**src/rtl/act_nz_fetch_pkg.sv**
```systemverilog
// Shared constants and FSM encoding for the zero-skipping activation fetcher.
package act_nz_fetch_pkg;

  localparam int PE_ACT_NO     = 16;
  localparam int PE_DATA_WIDTH = 16;

  localparam int ACT_NO     = PE_ACT_NO;
  localparam int ADDR_WIDTH = $clog2(ACT_NO);
  localparam int DATA_WIDTH = PE_DATA_WIDTH;

  typedef enum logic [1:0] {
    ST_IDLE = 2'd0,
    ST_RUN  = 2'd1,
    ST_FIN  = 2'd2
  } act_state_e;

endpackage

```
**src/rtl/act_nz_fifo2.sv**
```systemverilog
// Two-entry synchronous FIFO; push and pop may coincide, head is always visible.
module act_nz_fifo2 #(
  parameter int W = 8
) (
  input  logic         clk,
  input  logic         rst,
  input  logic         push_i,
  input  logic [W-1:0] push_data_i,
  input  logic         pop_i,
  output logic [W-1:0] head_o,
  output logic [1:0]   count_o
);

  logic [W-1:0] mem_q [2];
  logic         wr_ptr_q;
  logic         rd_ptr_q;
  logic [1:0]   count_q;

  always_ff @(posedge clk) begin
    if (rst) begin
      mem_q[0] <= '0;
      mem_q[1] <= '0;
      wr_ptr_q <= 1'b0;
      rd_ptr_q <= 1'b0;
      count_q  <= 2'd0;
    end else begin
      if (push_i) begin
        mem_q[wr_ptr_q] <= push_data_i;
        wr_ptr_q        <= ~wr_ptr_q;
      end
      if (pop_i) begin
        rd_ptr_q <= ~rd_ptr_q;
      end
      case ({push_i, pop_i})
        2'b10:   count_q <= count_q + 2'd1;
        2'b01:   count_q <= count_q - 2'd1;
        default: count_q <= count_q;
      endcase
    end
  end

  assign head_o  = mem_q[rd_ptr_q];
  assign count_o = count_q;

endmodule

```
**src/rtl/act_nz_fetch.sv**
```systemverilog
// Walks the non-zero activations of a snapshotted zero mask in ascending order,
// reads them from the register file and streams {idx, data, last} downstream.
//
// act_valid/act_ready: an entry transfers on a cycle where both are high; while
// act_valid is high and act_ready low, act_idx/act_data/act_last hold stable.
module act_nz_fetch
  import act_nz_fetch_pkg::*;
(
  input  logic                  clk,
  input  logic                  rst,
  input  logic                  start,
  input  logic [ACT_NO-1:0]     in_act_zeros,
  output logic                  in_act_read_en,
  output logic [ADDR_WIDTH-1:0] in_act_read_addr,
  input  logic [DATA_WIDTH-1:0] in_act_read_data,
  output logic                  act_valid,
  input  logic                  act_ready,
  output logic [ADDR_WIDTH-1:0] act_idx,
  output logic [DATA_WIDTH-1:0] act_data,
  output logic                  act_last,
  output logic                  busy,
  output logic                  done,
  output act_state_e            dbg_state
);

  localparam int EW = ADDR_WIDTH + DATA_WIDTH + 1;

  function automatic logic [ADDR_WIDTH-1:0] lowest_set(input logic [ACT_NO-1:0] m);
    logic [ADDR_WIDTH-1:0] r;
    r = '0;
    for (int i = ACT_NO - 1; i >= 0; i--) begin
      if (m[i]) r = ADDR_WIDTH'(i);
    end
    return r;
  endfunction

  act_state_e            state_q, state_d;
  logic [ACT_NO-1:0]     pending_q, pending_d;
  logic                  inflight_q;
  logic [ADDR_WIDTH-1:0] infl_addr_q;
  logic                  infl_last_q;

  logic                  issue;
  logic                  issue_last;
  logic [ADDR_WIDTH-1:0] rd_addr;
  logic                  pop;
  logic [1:0]            fifo_count;
  logic [EW-1:0]         head;
  logic                  head_last;
  logic [2:0]            occ;

  assign pop       = act_valid & act_ready;
  assign head_last = head[0];
  // Entries already committed downstream once this cycle's handshake retires.
  assign occ       = {1'b0, fifo_count} + {2'b00, inflight_q} - {2'b00, pop};

  always_comb begin
    state_d    = state_q;
    pending_d  = pending_q;
    issue      = 1'b0;
    issue_last = 1'b0;
    rd_addr    = '0;
    case (state_q)
      ST_IDLE: begin
        if (start) begin
          pending_d = ~in_act_zeros;
          state_d   = (in_act_zeros != '1) ? ST_RUN : ST_FIN;
        end
      end
      ST_RUN: begin
        if (pending_q != '0 && occ < 3'd2) begin
          issue      = 1'b1;
          rd_addr    = lowest_set(pending_q);
          pending_d  = pending_q & ~(ACT_NO'(1) << rd_addr);
          issue_last = (pending_d == '0);
        end
        if (pop && head_last) begin
          state_d = ST_FIN;
        end
      end
      ST_FIN:  state_d = ST_IDLE;
      default: state_d = ST_IDLE;
    endcase
  end

  always_ff @(posedge clk) begin
    if (rst) begin
      state_q     <= ST_IDLE;
      pending_q   <= '0;
      inflight_q  <= 1'b0;
      infl_addr_q <= '0;
      infl_last_q <= 1'b0;
    end else begin
      state_q    <= state_d;
      pending_q  <= pending_d;
      inflight_q <= issue;
      if (issue) begin
        infl_addr_q <= rd_addr;
        infl_last_q <= issue_last;
      end
    end
  end

  act_nz_fifo2 #(.W(EW)) u_fifo (
    .clk         (clk),
    .rst         (rst),
    .push_i      (inflight_q),
    .push_data_i ({infl_addr_q, in_act_read_data, infl_last_q}),
    .pop_i       (pop),
    .head_o      (head),
    .count_o     (fifo_count)
  );

  assign in_act_read_en   = issue;
  assign in_act_read_addr = rd_addr;
  assign act_valid        = (fifo_count != 2'd0);
  assign act_idx          = head[EW-1 -: ADDR_WIDTH];
  assign act_data         = head[DATA_WIDTH:1];
  assign act_last         = act_valid & head_last;
  assign busy             = (state_q == ST_RUN) || (state_q == ST_FIN);
  assign done             = (state_q == ST_FIN);
  assign dbg_state        = state_q;

endmodule

```
**config.mk**
```make
export PLATFORM = sky130hd
export DESIGN_NAME = act_nz_fetch
export DESIGN_NICKNAME = d
export VERILOG_FILES = /design/src/rtl/act_nz_fetch_pkg.sv /design/src/rtl/act_nz_fifo2.sv /design/src/rtl/act_nz_fetch.sv
export SDC_FILE = /design/constraint.sdc
export NUM_CORES = 1
export LEC_CHECK = 0
export CORE_UTILIZATION = 45
export DETAILED_ROUTE_END_ITERATION = 10
export PLACE_DENSITY = 0.7
export RECOVER_POWER = 50
export SLEW_MARGIN = 20
export SYNTH_ARGS = -nofsm -noshare
export SYNTH_HDL_FRONTEND = slang
export SYNTH_HIERARCHICAL = 1
export SYNTH_SLANG_ARGS = --single-unit
```
**constraint.sdc**
```tcl
create_clock -name clk -period 4.5 [get_ports clk]
set_input_delay 0.9 -clock clk [delete_from_list [all_inputs] [get_ports clk]]
set_output_delay 0.9 -clock clk [all_outputs]
set_load 0.005 [all_outputs]
```
==> run_results.csv <==
group,metric,value,unit
synth,async_flop_share,0,
synth,ys_seq_area_frac,0.492,
placed_design,portBuffers,66,
critical_path,path_class,"in -> out",
die,row_count,32,
power_and_ir_drop,p_total,2.79,mW
placed_design,dpl_cell_area,4490,um2
critical_path,arrival,3.47,ns
synth,ys.warnings.count,6,
outcome,status,"finished with violations",
placed_design,gp_congestion,0.958,
synth,synth_area_leaders,"edfxtp_1, dfxtp_1, nor2_1",
outcome,violations,"capacitance limit, slew limit",
sta,drv_slew,41,
finish,area_growth,26.3,%
detailed_routing,wirelength,8.98,mm
detailed_routing,vias,3069,
worst_hold_path,hp-class,"reg -> reg",
sta,fmax,0.229,GHz
grt,track_usage,0.221,
synth,synthesis.nets,423,
sta,max_slew_margin,-0.0415,
sta,setup_viol,0,
cts,clk_pin_slew,0.08,ns
die,die_h,93.2,um
finish,nFillCells,706,
grt,grt_pass1_vias,3127,
synth,yosys.area.top_type,"edfxtp_1",
synth,synth_top_area_share,0.337,
cts,tritoncts,"done",
sta,period_needed,4.37,ns
detailed_routing,ant_nets,0,
detailed_routing,vias_per_cell,5.52,
finish,multi_input_comb_area,1790,um2
critical_path,ff2ff_setup_slack,1.07,ns
power_and_ir_drop,vdd_drop_max,292,uV
die,dieArea,8690,um2
grt,grt_pass1_wl,14.8,mm
finish,antenna_cells,0,
detailed_routing,wl_per_cell,16.1,um
grt,grt_max_degree,41,
sta,fin_worst_skew,0.00930,ns
detailed_routing,first_pass_iters,5,
synth,synth_edf_count,42,
detailed_routing,first_iter_violations,139,
cts,clockRootBuffer,"clkbuf_8",
detailed_routing,drc_errors,0,
finish,design_area,4730,um2
cts,clkLatencyLatePin,0.35,ns
cts,cts.sinks,71,
power_and_ir_drop,p_leak,1.72,nW
die,core,7890,um2
synth,syn-cell-area,3750,um2
grt,antenna_found_initial,0,
die,die_width,93.2,um
synth,netlist_instances,381,
job,drv_cap,1,
finish,nets,491,
finish,seqCellArea,1840,um2
finish,final_cell_mix,"nor2_1, clkdlybuf4s50_1, edfxtp_1",
synth,synth_area_per_cell,9.83,um2
cts,htreeDepth,3,
cts,cts_made_buffers,9,
sta,hold_viol,0,
finish,layout_commonest_cell,"nor2_1",
placed_design,hpwlAfterDp,6.24,mm
synth,synthFlopType,"edfxtp_1",
synth,synth_cell_type_count,53,
critical_path,critPathRequiredTime,3.60,ns
sta,fin_crit_sh,0.972,
critical_path,worstSetupStartpointType,"input pin",
critical_path,worstSetupEndpointType,"output port",
die,num_io_pins,67,
sta,worstMarginPinSlew,1.56,ns
grt,globalRoute.totalOverflow,0,
die,start_util,0.475,
critical_path,worstPathMaxFanout,5,
cts,cts_hold_buf,0,
synth,yosys_register_bits,71,
cts,cts_max_path_buffers,2,
power_and_ir_drop,power_density,589,nW/um2
finish,drive_above_1_share,0.150,
[report_power, final]
| part | total (mW) | switching (mW) | internal (mW) |
|---|---|---|---|
| Clock | 0.518 | 0.246 | 0.272 |
| Combinational | 1.32 | 0.697 | 0.618 |
| Sequential | 0.955 | 0.138 | 0.817 |
[metrics by stage]
stage | hold WS [ns] | util | setup WS [ns] | setup TNS (ns) | cells
after global placement | 0.469 | 0.570 | 0.0715 | 0 | 536
after global routing | 0.526 | 0.600 | -0.00867 | -0.00867 | 556
after detailed placement | 0.469 | 0.570 | 0.0490 | 0 | 536
after floorplan | 0.444 | - | 0.946 | 0 | 381
after CTS | 0.487 | 0.595 | 0.0332 | 0 | 552
final | 0.495 | 0.600 | 0.125 | 0 | 556
[logic make-up after synthesis]
group                      after synthesis  synth area share
xor gates and xnor gates                 4           0.00935
muxes                                   21            0.0631
and+or+nand+nor                        173             0.244
AOI/OAI and AO/OA                       77             0.135
DFF                                     71             0.492
adders and majority gates                6            0.0220
buffers and inverters                   29            0.0351
[critical path, cell delays in order]
cell	delay, ns
clkdlybuf4s50_1	0.39
and2_1	0.16
ha_1	0.28
nand2b_1	0.15
fa_1	0.38
xnor2_1	0.13
and3_1	0.20
o21ai_2	0.09
buf_4	0.18
nor2_2	0.11
clkdlybuf4s50_1	0.51
[Yosys cell counts, drive strengths merged, types with 2 or more instances]
master,count
nor2,80
edfxtp,42
nand2b,31
dfxtp,29
a21oi,26
mux2,21
o21ai,15
buf,13
nand2,12
or2,9
clkbuf,8
inv,8
a21o,6
nand4,6
nor2b,6
nor3,6
nor4,6
o21a,6
ha,5
and2,4
nand3b,4
o31a,4
a21boi,3
o31ai,3
xnor2,3
a221o,2
a31oi,2
o22ai,2
or3,2
or4,2
[what timing repair did]
action | 4_1_cts | 5_1_grt
endpoints found under the setup margin | 0 | 3
buffers inserted | 0 | 3
resized for setup | 0 | 6
[routing by layer]
metal / share of wire / GRT usage
met1: 0.43 / 0.275
met2: 0.50 / 0.380
met3: 0.055 / 0.0423
met4: 0.015 / 0.0846
met5: 0 / 0
[worst paths after layout]
kind,end,cells after the start,startpoint
setup / recovery,in_act_read_addr[0],11,act_ready
hold / removal,u_fifo/wr_ptr_q,2,u_fifo/wr_ptr_q
setup reg to reg,infl_last_q,13,u_fifo/count_o[0]
hold reg to reg,u_fifo/wr_ptr_q,2,u_fifo/wr_ptr_q
[flip-flops by register name, indices dropped and copies added (netlist names), named ones only]
signal           flops
infl_last_q          1
u_fifo/count_o       2
u_fifo/rd_ptr_q      1
infl_addr_q          4
dbg_state            2
pending_q           16
u_fifo/wr_ptr_q      1
inflight_q           1
u_fifo/mem_q        42
[layout make-up]
type	count	share of cell area
Clock buffer	11	0.0299
Tap cell	102	0.0270
Clock inverter	5	0.0122
Inverter	8	0.00635
Timing Repair Buffer	78	0.158
Sequential cell	71	0.389
Multi-Input combinational cell	281	0.378
(Power assumes the default switching activity.)
